### config.mk
export PLATFORM = sky130hd
export DESIGN_NAME = ntt_seq_ctrl
export DESIGN_NICKNAME = d
export VERILOG_FILES = /design/src/rtl/ntt_seq_ctrl.sv
export SDC_FILE = /design/constraint.sdc
export NUM_CORES = 1
export LEC_CHECK = 0
export ABC_CLOCK_PERIOD_IN_PS = 3150
export CAP_MARGIN = 25
export CORE_MARGIN = 2
export CORE_UTILIZATION = 41
export DETAILED_ROUTE_END_ITERATION = 16
export HOLD_SLACK_MARGIN = 0.1
export PLACE_DENSITY = 0.82
export RECOVER_POWER = 100
export SKIP_CTS_REPAIR_TIMING = 1
export SLEW_MARGIN = 20
export SYNTH_ARGS = -nofsm -noshare
export SYNTH_HDL_FRONTEND = slang
export SYNTH_SLANG_ARGS = --single-unit
### constraint.sdc
create_clock -name clk -period 3.15 [get_ports clk]
set_clock_uncertainty 0.05 [all_clocks]
set_input_delay 0.7875 -clock clk [delete_from_list [all_inputs] [get_ports clk]]
set_output_delay 0.7875 -clock clk [all_outputs]
set_load 0.01 [all_outputs]
### src/rtl/ntt_seq_ctrl.sv
`default_nettype none
// ============================================================================
// Module   : ntt_seq_ctrl
// Brief    : Sequences one NTT transform over a shared single-port BRAM:
//            loads N coefficients into the NTT input buffer, runs the core,
//            waits for its done (with timeout), then writes N results back.
// Revision : 1.0 - initial release
// ============================================================================
module ntt_seq_ctrl #(
  parameter int N          = 64,
  parameter int DW         = 64,
  parameter int AW         = 13,
  parameter int ADDR_SHIFT = 2,
  parameter int TIMEOUT    = 4096
) (
  input  logic                     clk,
  input  logic                     rst,
  input  logic                     start,
  input  logic                     abort,
  input  logic [AW-ADDR_SHIFT-1:0] src_base,
  input  logic [AW-ADDR_SHIFT-1:0] dst_base,
  output logic                     busy,
  output logic                     done_o,
  output logic                     err,
  output logic                     BRAM_clk,
  output logic                     BRAM_en,
  output logic                     BRAM_we,
  output logic [AW-1:0]            BRAM_addr,
  output logic [DW-1:0]            BRAM_din,
  input  logic [DW-1:0]            BRAM_dout,
  output logic                     ntt_rst,
  input  logic                     ntt_done,
  output logic                     ld_valid,
  output logic [$clog2(N)-1:0]     ld_idx,
  output logic [DW-1:0]            ld_data,
  output logic [$clog2(N)-1:0]     st_idx,
  input  logic [DW-1:0]            st_data
);

  localparam int LW = $clog2(N);
  localparam int CW = LW + 1;
  localparam int WW = AW - ADDR_SHIFT;
  localparam int TW = (TIMEOUT > 1) ? $clog2(TIMEOUT) : 1;

  localparam logic [CW-1:0] C_CNT_LAST = CW'(N - 1);
  localparam logic [CW-1:0] C_CNT_N    = CW'(N);
  localparam logic [TW-1:0] C_TMO_LAST = TW'(TIMEOUT - 1);

  typedef enum logic [2:0] {
    S_IDLE  = 3'd0,
    S_LOAD  = 3'd1,
    S_LTAIL = 3'd2,
    S_RUN   = 3'd3,
    S_STORE = 3'd4,
    S_FIN   = 3'd5,
    S_ERR   = 3'd6
  } state_t;

  state_t          r_state;
  state_t          w_state_nxt;
  logic [WW-1:0]   r_src;
  logic [WW-1:0]   r_dst;
  logic [CW-1:0]   r_cnt;      // read index r in LOAD, write index w in RUN/STORE
  logic [TW-1:0]   r_tmo;
  logic            r_en;
  logic            r_we;
  logic [AW-1:0]   r_addr;
  logic [DW-1:0]   r_din;
  logic            r_err;
  logic            r_ld_valid;
  logic [LW-1:0]   r_ld_idx;

  logic [WW-1:0]   w_rd_idx;
  logic [WW-1:0]   w_wr_idx;
  logic            w_tmo_hit;
  logic            w_wr_issue;

  // Next read word is one past the address currently on the port; word
  // indices wrap naturally at the WW-bit width.
  assign w_rd_idx   = r_src + WW'(r_cnt) + WW'(1);
  assign w_wr_idx   = r_dst + WW'(r_cnt);
  assign w_tmo_hit  = (r_tmo == C_TMO_LAST);
  // Write of word w is registered in the cycle st_idx=w; the first one is
  // issued from the RUN cycle that sees ntt_done so writes start at D+1.
  assign w_wr_issue = !abort &&
                      (((r_state == S_RUN) && ntt_done) ||
                       ((r_state == S_STORE) && (r_cnt != C_CNT_N)));

  // State register
  always_ff @(posedge clk) begin
    if (rst) begin
      r_state <= S_IDLE;
    end else begin
      r_state <= w_state_nxt;
    end
  end

  // Next-state decode and state-derived status outputs
  always_comb begin
    w_state_nxt = r_state;
    busy        = 1'b0;
    done_o      = 1'b0;
    ntt_rst     = 1'b1;
    case (r_state)
      S_IDLE: begin
        if (start) w_state_nxt = S_LOAD;
      end
      S_LOAD: begin
        busy = 1'b1;
        if (r_cnt == C_CNT_LAST) w_state_nxt = S_LTAIL;
      end
      S_LTAIL: begin
        busy        = 1'b1;
        w_state_nxt = S_RUN;
      end
      S_RUN: begin
        busy    = 1'b1;
        ntt_rst = 1'b0;
        if (ntt_done)       w_state_nxt = S_STORE;
        else if (w_tmo_hit) w_state_nxt = S_ERR;
      end
      S_STORE: begin
        busy    = 1'b1;
        ntt_rst = 1'b0;
        if (r_cnt == C_CNT_N) w_state_nxt = S_FIN;
      end
      S_FIN: begin
        done_o      = 1'b1;
        w_state_nxt = S_IDLE;
      end
      S_ERR: begin
        done_o      = 1'b1;
        w_state_nxt = S_IDLE;
      end
      default: w_state_nxt = S_IDLE;
    endcase
    if (abort && (r_state != S_IDLE)) w_state_nxt = S_IDLE;
  end

  // Datapath: counters, BRAM port registers, load strobe and error flag
  always_ff @(posedge clk) begin
    if (rst) begin
      r_src      <= '0;
      r_dst      <= '0;
      r_cnt      <= '0;
      r_tmo      <= '0;
      r_en       <= 1'b0;
      r_we       <= 1'b0;
      r_addr     <= '0;
      r_din      <= '0;
      r_err      <= 1'b0;
      r_ld_valid <= 1'b0;
      r_ld_idx   <= '0;
    end else begin
      r_en       <= 1'b0;
      r_we       <= 1'b0;
      r_ld_valid <= 1'b0;
      case (r_state)
        S_IDLE: begin
          if (start) begin
            r_src  <= src_base;
            r_dst  <= dst_base;
            r_err  <= 1'b0;
            r_cnt  <= '0;
            r_en   <= 1'b1;
            r_addr <= AW'(src_base) << ADDR_SHIFT;
          end
        end
        S_LOAD: begin
          if (!abort) begin
            // Data for the address on the port now returns next cycle.
            r_ld_valid <= 1'b1;
            r_ld_idx   <= r_cnt[LW-1:0];
            if (r_cnt != C_CNT_LAST) begin
              r_cnt  <= r_cnt + CW'(1);
              r_en   <= 1'b1;
              r_addr <= AW'(w_rd_idx) << ADDR_SHIFT;
            end
          end
        end
        S_LTAIL: begin
          r_cnt <= '0;
          r_tmo <= '0;
        end
        S_RUN: begin
          if (!abort && !ntt_done) begin
            if (w_tmo_hit) r_err <= 1'b1;
            else           r_tmo <= r_tmo + TW'(1);
          end
        end
        default: ;
      endcase
      if (w_wr_issue) begin
        r_en   <= 1'b1;
        r_we   <= 1'b1;
        r_din  <= st_data;
        r_addr <= AW'(w_wr_idx) << ADDR_SHIFT;
        r_cnt  <= r_cnt + CW'(1);
      end
    end
  end

  assign err       = r_err;
  assign BRAM_clk  = clk;
  assign BRAM_en   = r_en;
  assign BRAM_we   = r_we;
  assign BRAM_addr = r_addr;
  assign BRAM_din  = r_din;
  assign ld_valid  = r_ld_valid;
  assign ld_idx    = r_ld_idx;
  assign ld_data   = BRAM_dout;
  assign st_idx    = r_cnt[LW-1:0];

endmodule
`default_nettype wire

==> results.yml <==
power_and_ir_drop:
  power_density_mw_per_mm2: 508
  power.total_w: 0.00431
  leakagePower_nw: 3.34
  max-vdd-ir-drop_mv: 0.702
sta:
  slew_violations: 0
  setup_viol_count_final: 0
  worst_slack_ns: 0.0212
  tightestPinTransition_ns: 1.14
  slew-limit-headroom_pct: 23.3
  hold_viol_final: 0
  rsz0062_at_grt: "no"
final_layout:
  fin_nets: 1096
  syn_to_final_growth_pct: 34.2
  seq_area_mm2: 0.00258
  num-fill-cells: 1379
  fin_cells: 1123
  multiInputGateArea_mm2: 0.00295
  drive_gt1_share_pct: 5.67
  insertedDiodeCount: 0
global_routing:
  grt_overflow_total: 0
  grt_max_degree: 60
  grt_usage_pct: 21.2
  antenna_found_initial: 0
  grt_pass1_vias: 5347
  grt_pass1_wl_um: 27000
route:
  vias: 5818
  first_pass_iters: 5
  drtAntennaViolNets: 0
  post-route-drc-count: 0
  drtIter0Drc: 436
  vias_per_cell: 5.18
  wl_per_cell_um: 15.3
  wirelength_um: 17200
setup_path:
  critical-path-top-delay-family: "buffers and inverters"
  crit_arrival_ns: 2.29
  cp_max_fo: 2
  cp_slowest_cell: "clkdlybuf4s50_1"
  worstPathCellList: "clkbuf_16 -> dlymetal6s2s_1 -> clkdlybuf4s50_1"
  worst-path-buf-inv: 3
  setup.worst_path.start_class: "clock port"
  required_ns: 2.31
  worstSetupEndpointType: "primary output"
  setup.worst_path.class: "clock port to primary output"
  slowest_delay_ns: 0.47
yosys:
  synthArstFlopShare_pct: 0
  ys_top_cells_by_area: "dfxtp_1, nand2_1, a21oi_1"
  seq_area_frac_synth_pct: 40.8
  ys.flop_type: "dfxtp_1"
  synth_top_area_share_pct: 40.8
  synth_edf_count: 0
  yosys.area.top_type: "dfxtp_1"
  ys_types: 57
  ys_seq_elements: 129
  synth_area_mm2: 0.00632
  post_synth.cell_area_avg_um2: 7.76
  ys_warn_count: 0
  synthCells: 815
placed_design:
  dp.cells: 1088
  place_ws_ns: -0.0649
  routabilityCongestion: 0.862
  dpl.hpwl_um: 12300
  io_buffer_count: 185
die:
  pin_count: 316
  dieArea_mm2: 0.0164
  initial_utilization_pct: 41.7
  fp.dieW_um: 128
  fp.coreArea_mm2: 0.0151
  rows: 45
  die_y_um: 128
clock_tree:
  cts_tree: "built"
  clkTransAtPathRegs_ns: 0.06
  clk_latency_ns: 0.53
job:
  maxCapViolations: 0
hold_path:
  hold_class: "flop to flop"
status:
  status: "finished, final reports clean"
-- synthesized netlist by cell type, types with 3 or more instances --
| library cell | count |
|---|---|
| nor3_1 | 21 |
| a21oi_1 | 117 |
| nand3_1 | 9 |
| o31ai_1 | 4 |
| nand2_1 | 199 |
| buf_4 | 73 |
| xor2_1 | 9 |
| o21ai_0 | 17 |
| clkbuf_1 | 37 |
| o211ai_1 | 5 |
| nand2b_1 | 4 |
| nor2_1 | 50 |
| inv_1 | 12 |
| or3_1 | 4 |
| o21a_1 | 5 |
| a2111oi_0 | 3 |
| nor4_1 | 6 |
| and3_1 | 5 |
| a211oi_1 | 3 |
| xnor2_1 | 21 |
| a31oi_1 | 8 |
| nand4_1 | 5 |
| a21o_1 | 3 |
| dfxtp_1 | 129 |
| buf_1 | 5 |
| buf_6 | 3 |
| o22a_1 | 3 |
| ha_1 | 17 |
-- metal layers --
| layer | global-route usage, % | up-vias | share of wire (%) |
|---|---|---|---|
| met5 | 0 | - | 0 |
| met4 | 10.1 | 0 | 2.5 |
| met3 | 6.97 | 55 | 6.6 |
| met2 | 33.1 | 226 | 48 |
| met1 | 26.4 | 2633 | 43 |
| li1 | - | 2904 | - |
-- power by group --
group	internal [W]	switching [W]
Clock	0.00145	0.000799
Combinational	0.000195	0.000176
Sequential	0.00167	0.0000265
Total	0.00331	0.00100
-- worst reg2reg max path, stage by stage (launching register included) --
cell and delay [ns]:
dfxtp_1 0.40, clkbuf_1 0.39, ha_1 0.35, a211oi_1 0.34, o21ai_0 0.17, a31oi_1 0.30
nor2_1 0.10, xnor2_1 0.13, o311ai_0 0.25
-- state kept, by name, summed over array words and instances, names as in the netlist --
register and cells:
BRAM_addr 11, BRAM_din 64, BRAM_en 1, BRAM_we 1, err 1, ld_idx 6
ld_valid 1, r_cnt 7, r_dst 11, r_src 11, r_state 3, r_tmo 12
-- logic make-up (layout without fill, tap and decap cells) --
family / count (synthesis) / count (layout) / share of synthesized area, %
AO/OA/AOI/OAI: 184 / 184 / 16.7
buffers and inverters: 132 / 251 / 12.6
multiplexers: 1 / 1 / 0.158
XOR/XNOR: 30 / 30 / 4.16
other: 1 / 2 / 0.0593
AND/OR/NAND/NOR: 319 / 319 / 21.6
adder cells (fa/ha/maj): 19 / 19 / 4.00
flip-flops: 129 / 129 / 40.8
-- path summary, 6_finish.rpt --
path	cells after the start	from	slack, ns	endpoint
worst min register to register	2	BRAM_din[57]	0.40	BRAM_din[57]
worst max-delay path	3	clk	0.02	BRAM_clk
worst min-delay path	2	BRAM_din[57]	0.40	BRAM_din[57]
worst max register to register	8	r_cnt[1]	0.56	BRAM_addr[11]
-- layout by cell type (no fill, tap or decap), types with 5 or more instances in the layout --
master,n
nor4_1,6
nor2_1,49
o21a_1,5
clkbuf_16,19
xnor2_1,21
dfxtp_1,129
nor3_1,21
dlygate4sd3_1,92
clkdlybuf4s50_1,92
a21oi_1,117
buf_4,12
nand3_1,9
xor2_1,9
and3_1,6
ha_1,17
o21ai_0,18
clkbuf_1,5
a31oi_1,8
nand2_1,199
inv_1,12
o211ai_1,5
nand4_1,5
-- through the flow --
stage / hold WS, ns / cell area, um2 / utilization (%) / TNS (ns)
after floorplan: 0.386 / 6330 / - / 0
after global placement: 0.391 / 7820 / 51.7 / 0
after detailed placement: 0.396 / 7820 / 51.7 / -0.389
after CTS: 0.404 / 8520 / 56.3 / 0
after global routing: 0.412 / 8490 / 56.0 / 0
final: 0.398 / 8490 / 56.0 / 0
-- final cells by class --
cell class                      count  share of cell area, %
Clock buffer                       23                   6.19
Clock inverter                     13                   2.03
Inverter                           12                  0.531
Multi-Input combinational cell    555                   34.8
Sequential cell                   129                   30.4
Tap cell                          188                   2.77
Timing Repair Buffer              203                   23.3
Power figures use the tool's default switching activity.
